==> src/rtl/seq_addsub_unit.sv <==
// -----------------------------------------------------------------------------
// seq_addsub_unit
//
// Multi-cycle two's-complement adder/subtractor. One CHUNK-bit slice of
// A+B (or A-B) is produced per clock. A registered carry links consecutive
// slices. Operands arrive on a valid/ready handshake. Result and flags
// leave on a second valid/ready handshake.
//
// Parameters
//   WIDTH  operand/result width in bits (multiple of CHUNK)
//   CHUNK  bits processed per clock (1..WIDTH)
//
// Ports
//   clk        rising-edge clock
//   rst_n      asynchronous active-low reset
//   in_valid   operand request valid
//   in_ready   unit idle and able to accept a request
//   A, B       operands, two's complement
//   mode       0 = A+B, 1 = A-B
//   out_valid  result and flags valid
//   out_ready  consumer accepts the result
//   result     sum/difference modulo 2^WIDTH
//   cout       carry out of the MSB (subtract: 1 = no borrow)
//   ovf        signed overflow
//   zero       result == 0
// -----------------------------------------------------------------------------
module seq_addsub_unit #(
  parameter int WIDTH = 64,
  parameter int CHUNK = 16
) (
  input  logic             clk,
  input  logic             rst_n,
  input  logic             in_valid,
  output logic             in_ready,
  input  logic [WIDTH-1:0] A,
  input  logic [WIDTH-1:0] B,
  input  logic             mode,
  output logic             out_valid,
  input  logic             out_ready,
  output logic [WIDTH-1:0] result,
  output logic             cout,
  output logic             ovf,
  output logic             zero
);

  localparam int NCHUNK = WIDTH / CHUNK;
  // Keep the counter at least one bit wide so the CHUNK == WIDTH build is legal.
  localparam int CNT_W = (NCHUNK > 1) ? $clog2(NCHUNK) : 1;
  localparam logic [CNT_W-1:0] LAST_SLICE = CNT_W'(NCHUNK - 1);
  localparam logic [WIDTH-1:0] SLICE_MASK = WIDTH'({CHUNK{1'b1}});

  typedef enum logic [1:0] {
    IDLE = 2'd0,
    RUN  = 2'd1,
    DONE = 2'd2
  } state_t;

  state_t           state_q,  state_d;
  logic [WIDTH-1:0] a_q,      a_d;
  logic [WIDTH-1:0] bx_q,     bx_d;
  logic [WIDTH-1:0] result_q, result_d;
  logic [CNT_W-1:0] cnt_q,    cnt_d;
  logic             carry_q,  carry_d;
  logic             cout_q,   cout_d;
  logic             ovf_q,    ovf_d;
  logic             zero_q,   zero_d;

  // Slice datapath
  int unsigned      slice_shift;
  logic [CHUNK-1:0] slice_a;
  logic [CHUNK-1:0] slice_b;
  logic [CHUNK:0]   slice_sum;
  logic [CHUNK-1:0] slice_s;
  logic             slice_c;
  logic             msb_cin;

  assign in_ready  = (state_q == IDLE);
  assign out_valid = (state_q == DONE);
  assign result    = result_q;
  assign cout      = cout_q;
  assign ovf       = ovf_q;
  assign zero      = zero_q;

  // Shift-based slice selection keeps every select in range for any WIDTH/CHUNK.
  always_comb begin
    slice_shift = 32'(cnt_q) * 32'(CHUNK);
    slice_a     = CHUNK'(a_q  >> slice_shift);
    slice_b     = CHUNK'(bx_q >> slice_shift);
    slice_sum   = {1'b0, slice_a} + {1'b0, slice_b} + {{CHUNK{1'b0}}, carry_q};
    slice_s     = slice_sum[CHUNK-1:0];
    slice_c     = slice_sum[CHUNK];
    // Carry into the top bit of this slice is recovered from the sum bit:
    // s = a ^ b ^ cin  =>  cin = s ^ a ^ b.
    msb_cin     = slice_s[CHUNK-1] ^ slice_a[CHUNK-1] ^ slice_b[CHUNK-1];
  end

  always_comb begin
    state_d  = state_q;
    a_d      = a_q;
    bx_d     = bx_q;
    result_d = result_q;
    cnt_d    = cnt_q;
    carry_d  = carry_q;
    cout_d   = cout_q;
    ovf_d    = ovf_q;
    zero_d   = zero_q;

    unique case (state_q)
      IDLE: begin
        if (in_valid) begin
          // Subtract is A + ~B + 1: invert B once here and seed the carry.
          a_d     = A;
          bx_d    = mode ? ~B : B;
          carry_d = mode;
          cnt_d   = '0;
          state_d = RUN;
        end
      end

      RUN: begin
        result_d = (result_q & ~(SLICE_MASK << slice_shift))
                 | (WIDTH'(slice_s) << slice_shift);
        carry_d  = slice_c;
        if (cnt_q == LAST_SLICE) begin
          cnt_d   = '0;
          cout_d  = slice_c;
          ovf_d   = msb_cin ^ slice_c;
          zero_d  = (result_d == '0);
          state_d = DONE;
        end else begin
          cnt_d = cnt_q + CNT_W'(1);
        end
      end

      DONE: begin
        // Result and flags hold until the consumer takes them.
        if (out_ready) begin
          state_d = IDLE;
        end
      end

      default: begin
        state_d = IDLE;
      end
    endcase
  end

  always_ff @(posedge clk or negedge rst_n) begin
    if (!rst_n) begin
      state_q  <= IDLE;
      a_q      <= '0;
      bx_q     <= '0;
      result_q <= '0;
      cnt_q    <= '0;
      carry_q  <= 1'b0;
      cout_q   <= 1'b0;
      ovf_q    <= 1'b0;
      zero_q   <= 1'b0;
    end else begin
      state_q  <= state_d;
      a_q      <= a_d;
      bx_q     <= bx_d;
      result_q <= result_d;
      cnt_q    <= cnt_d;
      carry_q  <= carry_d;
      cout_q   <= cout_d;
      ovf_q    <= ovf_d;
      zero_q   <= zero_d;
    end
  end

endmodule

==> config.mk <==
export PLATFORM = sky130hd
export DESIGN_NAME = seq_addsub_unit
export DESIGN_NICKNAME = d
export VERILOG_FILES = /design/src/rtl/seq_addsub_unit.sv
export SDC_FILE = /design/constraint.sdc
export NUM_CORES = 1
export LEC_CHECK = 0
export CAP_MARGIN = 20
export CORE_UTILIZATION = 45
export CTS_CLUSTER_DIAMETER = 30
export DETAILED_ROUTE_END_ITERATION = 12
export PLACE_DENSITY_LB_ADDON = 0.1
export SLEW_MARGIN = 30
export SYNTH_ARGS = -nofsm -noshare
export SYNTH_HDL_FRONTEND = slang
export SYNTH_SLANG_ARGS = --single-unit
==> constraint.sdc <==
create_clock -name clk -period 7.1 [get_ports clk]
set_input_delay 1.065 -clock clk [delete_from_list [all_inputs] [get_ports clk]]
set_output_delay 1.065 -clock clk [all_outputs]
set_load 0.01 [all_outputs]
==> flow_summary.json, run 1 <==
{
  "outcome": "complete, no violations",
  "yosysSeqAreaShare": 0.5092,
  "cts_root_buf": "clkbuf_16",
  "hold_class": "reg -> reg",
  "synth_top_family_by_area": "simple AND/OR/NAND/NOR gates",
  "antenna_found_initial": 0,
  "post_cts_resized": 0,
  "syn_area_per_cell_um2": 10.22,
  "place_congestion": 0.8618,
  "grt_use_total": 0.2430,
  "startpoint_type": "flip-flop",
  "final.setup.tns_ns": 0,
  "cts.sink_count": 200,
  "power.leakage_nw": 5.641,
  "synth_compound_area_frac": 0.1326,
  "ys.flop_type": "dfrtp_1",
  "path_class": "reg -> reg",
  "drc": 0,
  "async_flop_share": 1.000,
  "initial_core_util": 0.4632,
  "synth_edf_count": 0,
  "post-route-period-util": 0.6557,
  "clock_latency_ns": 0.44,
  "hp-start": "a_q[59]",
  "fin_crit_ns": 4.655,
  "synth_area_leaders": "dfrtp_1 51%, nand2_1 11%, mux4_2 7.3%",
  "synth_fa_ha_area_frac": 0.02826,
  "placed_cell_area_um2": 12030,
  "relSlewSlack": 0.3200,
  "wl_per_cell_um": 18.07,
  "finish.instance_area_um2": 12650,
  "portBuffers": 201,
  "mostFrequentLayoutCells": "294 x nand2_1, 199 x clkdlybuf4s50_1, 198 x dfrtp_1",
  "critPathMaxStageDelay_ns": 0.78,
  "synthCells": 962,
  "cp_max_fo": 24,
  "drv_cap": 0,
  "syn-num-nets": 1116,
  "worstPathRequired_ns": 7.45,
  "numCtsBuffers": 17,
  "yosys.area_share.simple": 0.1554,
  "num_vias": 7618,
  "ys_types": 62,
  "power.total_mw": 7.580,
  "path_clk_slew_ns": 0.07,
  "vias_per_cell": 5.369,
  "seqCellArea_um2": 5007,
  "hold_viol_final": 0,
  "synthMuxAreaShare": 0.07752,
  "cts_hold_buf": 0,
  "antenna_cells": 0,
  "grt_pass1_vias": 7624,
  "die_h_um": 149.8,
  "crit_chain": "buf_4 > mux4_2 > fa_1 > inv_1 > fa_1 > nand2b_1 > nor2b_1 > o21ai_0 > o31ai_1 > nand4bb_1 > a2111oi_0 > nand4_1 > o31ai_2",
  "yosysWarnings": 0,
  "synth_xor_area_frac": 0.07065,
  "dp_hpwl_um": 18630,
  "grt_first_pass_wirelength_um": 41430,
  "die_w_um": 149.8,
  "multiInputGateArea_um2": 4574,
  "n_fill_cell": 1831,
  "final_common_cell": "nand2_1",
  "final_layout_size_suffix_gt1_frac": 0.07780,
  "fmax_mhz": 214.8,
  "yosys.area.top_type_share": 0.5092,
  "ant_nets": 0,
  "drt-pass1-iter-count": 4,
  "cts_buffer_depth": 2,
  "drv_slew": 0,
  "yosys.area.top_type": "dfrtp_1",
  "worstSetupStartpoint": "cnt_q[0]",
  "powerDensity_nw_per_um2": 599.1,
  "regToRegSetupSlack_ns": 2.44,
  "grt_overflow": 0,
  "cts_tree": "done",
  "grt_max_degree": 111,
  "rr_startpoint": "cnt_q[0]",
  "cts_setup_buffers": 0,
  "setup_violations": 0,
  "finalClockSkew_ns": 0.01123,
  "peakVddDrop_mv": 0.3185,
  "cpMostUsedCell": "fa_1",
  "die-area_um2": 22440,
  "worst_pin_slew_ns": 1.013,
  "rsz0062_at_grt": "no",
  "h-tree-depth": 4,
  "endpoint_kind": "flip-flop",
  "syn2layout_area_growth_pct": 28.73,
  "io_pins": 202,
  "ys_seq_elements": 200,
  "num_rows": 53,
  "synth_area_um2": 9829,
  "core_um2": 21220,
  "cp_data_arrival_time_ns": 5.00,
  "drt_wl_total_um": 25640,
  "layout.nets": 1285,
  "cp_slowest_cell": "dfrtp_2",
  "drt_iter0_markers": 504
}
## synth_stat cells (all sizes together), types with 10 or more instances
cell    instances
mux4           32
dfrtp         200
a21oi          10
a22o           48
nor2           17
o21ai          95
ha             19
nor4           11
buf            14
clkbuf         45
nand2         295
xnor2          71
## final timing paths
kind,to,cells past startpoint
setup / recovery,zero,13
setup reg to reg,zero,13
min in group asynchronous,bx_q[15],1
hold / removal,a_q[59],2
max in group asynchronous,cnt_q[1],2
hold reg to reg,a_q[59],2
## cell families after synthesis
kind of cell / Yosys count
AND/OR/NAND/NOR: 368
flip-flops: 200
AO/OA/AOI/OAI: 193
XOR/XNOR: 76
buffers and inverters: 68
multiplexers: 36
adder cells (fa/ha/maj): 21
## where the power goes
group / switching, mW / leakage [nW] / total [mW] / internal [mW]
sequential: 0.397 / 2.49 / 2.08 / 1.69
clock: 0.460 / 0.297 / 1.01 / 0.550
combinational: 2.60 / 2.85 / 4.49 / 1.88
total: 3.46 / 5.64 / 7.58 / 4.12
## critical path, delay by kind of cell (launching register included)
kind	cells	cell delay [ns]
multiplexers	1	0.59
buffers and inverters	2	0.59
adder cells (fa/ha/maj)	2	0.61
AO/OA/AOI/OAI	4	1.29
flip-flops	1	0.78
AND/OR/NAND/NOR	4	0.69
## flip-flops by register name, indices dropped and copies added (netlist names)
signal / flops
carry_q: 1
result: 64
a_q: 64
cout: 1
bx_q: 64
zero: 1
cnt_q: 2
state_q: 2
ovf: 1
## metrics by stage
step,setup WS [ns],hold slack (ns),std cells,utilization
final,2.445,0.4773,1419,0.5963
after global routing,2.024,0.4940,1419,0.5963
after CTS,2.442,0.4792,1419,0.5959
after detailed placement,2.461,0.4618,1387,0.5670
after global placement,2.657,0.4537,1387,0.5670
after floorplan,2.915,0.4403,962,-
## area by class of cell
type / instances / share of cell area
sequential: 200 / 0.3957
clock buffer: 19 / 0.03580
clock inverter: 13 / 0.01266
inverter: 9 / 0.002670
tap: 275 / 0.02719
multi-input combinational: 694 / 0.3615
timing repair buffer: 209 / 0.1644
## layer usage
| metal | GRT usage | part of all wire | vias to the layer above |
|---|---|---|---|
| li1 | - | - | 3672 |
| met1 | 0.3404 | 0.46 | 3710 |
| met2 | 0.3924 | 0.48 | 214 |
| met3 | 0.04360 | 0.044 | 22 |
| met4 | 0.05859 | 0.013 | 0 |
| met5 | 0 | 0 | - |
Note: power is estimated with default switching activity, not from simulation.
==> run 2: changes to the inputs <==
- clock period: 7.1 -> 3.85 ns (I/O delays scaled with it)
==> flow_summary.json, run 2 (synthesized netlist as in run 1, its figures left out) <==
{
  "num_vias": 7678,
  "place_congestion": 0.8909,
  "rr_startpoint": "cnt_q[0]",
  "portBuffers": 201,
  "critPathMaxStageDelay_ns": 0.55,
  "setup_violations": 0,
  "vias_per_cell": 5.332,
  "antenna_cells": 0,
  "hold_class": "in -> async",
  "hold_viol_final": 0,
  "finish.instance_area_um2": 12880,
  "core_um2": 21220,
  "grt_use_total": 0.2405,
  "mostFrequentLayoutCells": "294 x nand2_1, 199 x clkdlybuf4s50_1, 198 x dfrtp_1",
  "cts_hold_buf": 0,
  "numCtsBuffers": 17,
  "cp_data_arrival_time_ns": 4.01,
  "drv_cap": 0,
  "path_clk_slew_ns": 0.07,
  "drt_wl_total_um": 25610,
  "wl_met2_um": 12450,
  "peakVddDrop_mv": 0.6395,
  "endpoint_kind": "flip-flop",
  "cp_slowest_cell": "mux4_2",
  "regToRegSetupSlack_ns": 0.21,
  "drv_slew": 0,
  "cts_root_buf": "clkbuf_16",
  "final_layout_size_suffix_gt1_frac": 0.09700,
  "wl_per_cell_um": 17.79,
  "path_buf_inv": 1,
  "placed_cell_area_um2": 12190,
  "syn2layout_area_growth_pct": 31.03,
  "worstSetupStartpoint": "cnt_q[0]",
  "final_common_cell": "nand2_1",
  "cts_buffer_depth": 2,
  "n_fill_cell": 1816,
  "grt_pass1_vias": 7450,
  "worst_pin_slew_ns": 0.8529,
  "initial_core_util": 0.4632,
  "cp_max_fo": 13,
  "drt_iter0_markers": 507,
  "worstPathRequired_ns": 4.21,
  "fin_crit_ns": 3.644,
  "drc": 0,
  "dp_hpwl_um": 18880,
  "relSlewSlack": 0.4167,
  "die-area_um2": 22440,
  "fmax_mhz": 274.5,
  "wl_met3_um": 1236,
  "post-route-period-util": 0.9464,
  "startpoint_type": "flip-flop",
  "grt_max_degree": 113,
  "final.setup.tns_ns": 0,
  "power.leakage_nw": 5.756,
  "antenna_found_initial": 0,
  "drt-pass1-iter-count": 5,
  "ant_nets": 0,
  "num_rows": 53,
  "outcome": "complete, no violations",
  "cts_tree": "done",
  "dr.max_layer_used": "met4",
  "h-tree-depth": 4,
  "powerDensity_nw_per_um2": 1126,
  "rsz0062_at_grt": "no",
  "layout.nets": 1307,
  "die_h_um": 149.8,
  "clock_latency_ns": 0.43,
  "wl_met1_um": 11420,
  "finalClockSkew_ns": 0.008863,
  "grt_first_pass_wirelength_um": 40620,
  "crit_chain": "buf_12 > mux4_2 > ha_1 > a211o_1 > a211oi_4 > nor2_2 > a311o_1 > a21oi_2 > xnor2_2 > xnor3_1 > o21ai_1",
  "cts.sink_count": 200,
  "io_pins": 202,
  "crit_family": "compound AO/OA/AOI/OAI gates",
  "grt_overflow": 0,
  "path_class": "reg -> reg",
  "die_w_um": 149.8
}
## run 2: cell count changes in the layout (fill, tap and decap cells not counted), sizes merged
cell / before / now
clkinv: 4 / 2
inv: 14 / 16
clkbuf: 20 / 18
bufinv: 2 / 3
buf: 9 / 31
## run 2: power breakdown
part,total [mW],switching [mW],internal (mW)
combinational,8.80,4.89,3.90
clock,1.88,0.842,1.04
sequential,3.83,0.716,3.11
## run 2: repair_timing
item | 4_1_cts | 5_1_grt
setup buffers | 0 | 6
resized for setup | 0 | 5
setup endpoints to repair | 0 | 2
## run 2: final cells by class
cell class	instances	area, µm²	share of cell area
Sequential cell	200	5007	0.3888
Multi-Input combinational cell	694	4598	0.3570
Timing Repair Buffer	231	2283	0.1773
Clock buffer	17	425.4	0.03303
Tap cell	275	344.1	0.02671
Clock inverter	14	187.7	0.01457
Inverter	9	33.78	0.002623
## run 2: through the flow
stage	util	power [mW]	hold slack, ns	setup slack, ns	cells
2_1_floorplan	-	9.155	0.2819	0.04561	962
4_1_cts	0.6034	14.41	0.2048	0.1441	1434
3_3_place_gp	0.5745	12.36	0.4549	0.2123	1403
3_5_place_dp	0.5745	12.49	0.4594	0.1686	1403
6_report	0.6070	14.51	0.1702	0.2064	1440
5_1_grt	0.6070	15.46	0.2228	0.0006697	1440
## run 2: metal layers
layer	global-route usage	vias to the layer above
met4	0.07525	0
met3	0.03598	33
met2	0.3907	241
li1	-	3715
met1	0.3327	3689
met5	0	-
## run 2: final timing paths
| path | end | cells past startpoint |
|---|---|---|
| max in group asynchronous | a_q[2] | 2 |
| hold / removal | bx_q[31] | 1 |
| hold reg to reg | a_q[39] | 2 |
| setup / recovery | ovf | 11 |
| min in group clk | a_q[39] | 2 |
| setup reg to reg | ovf | 11 |
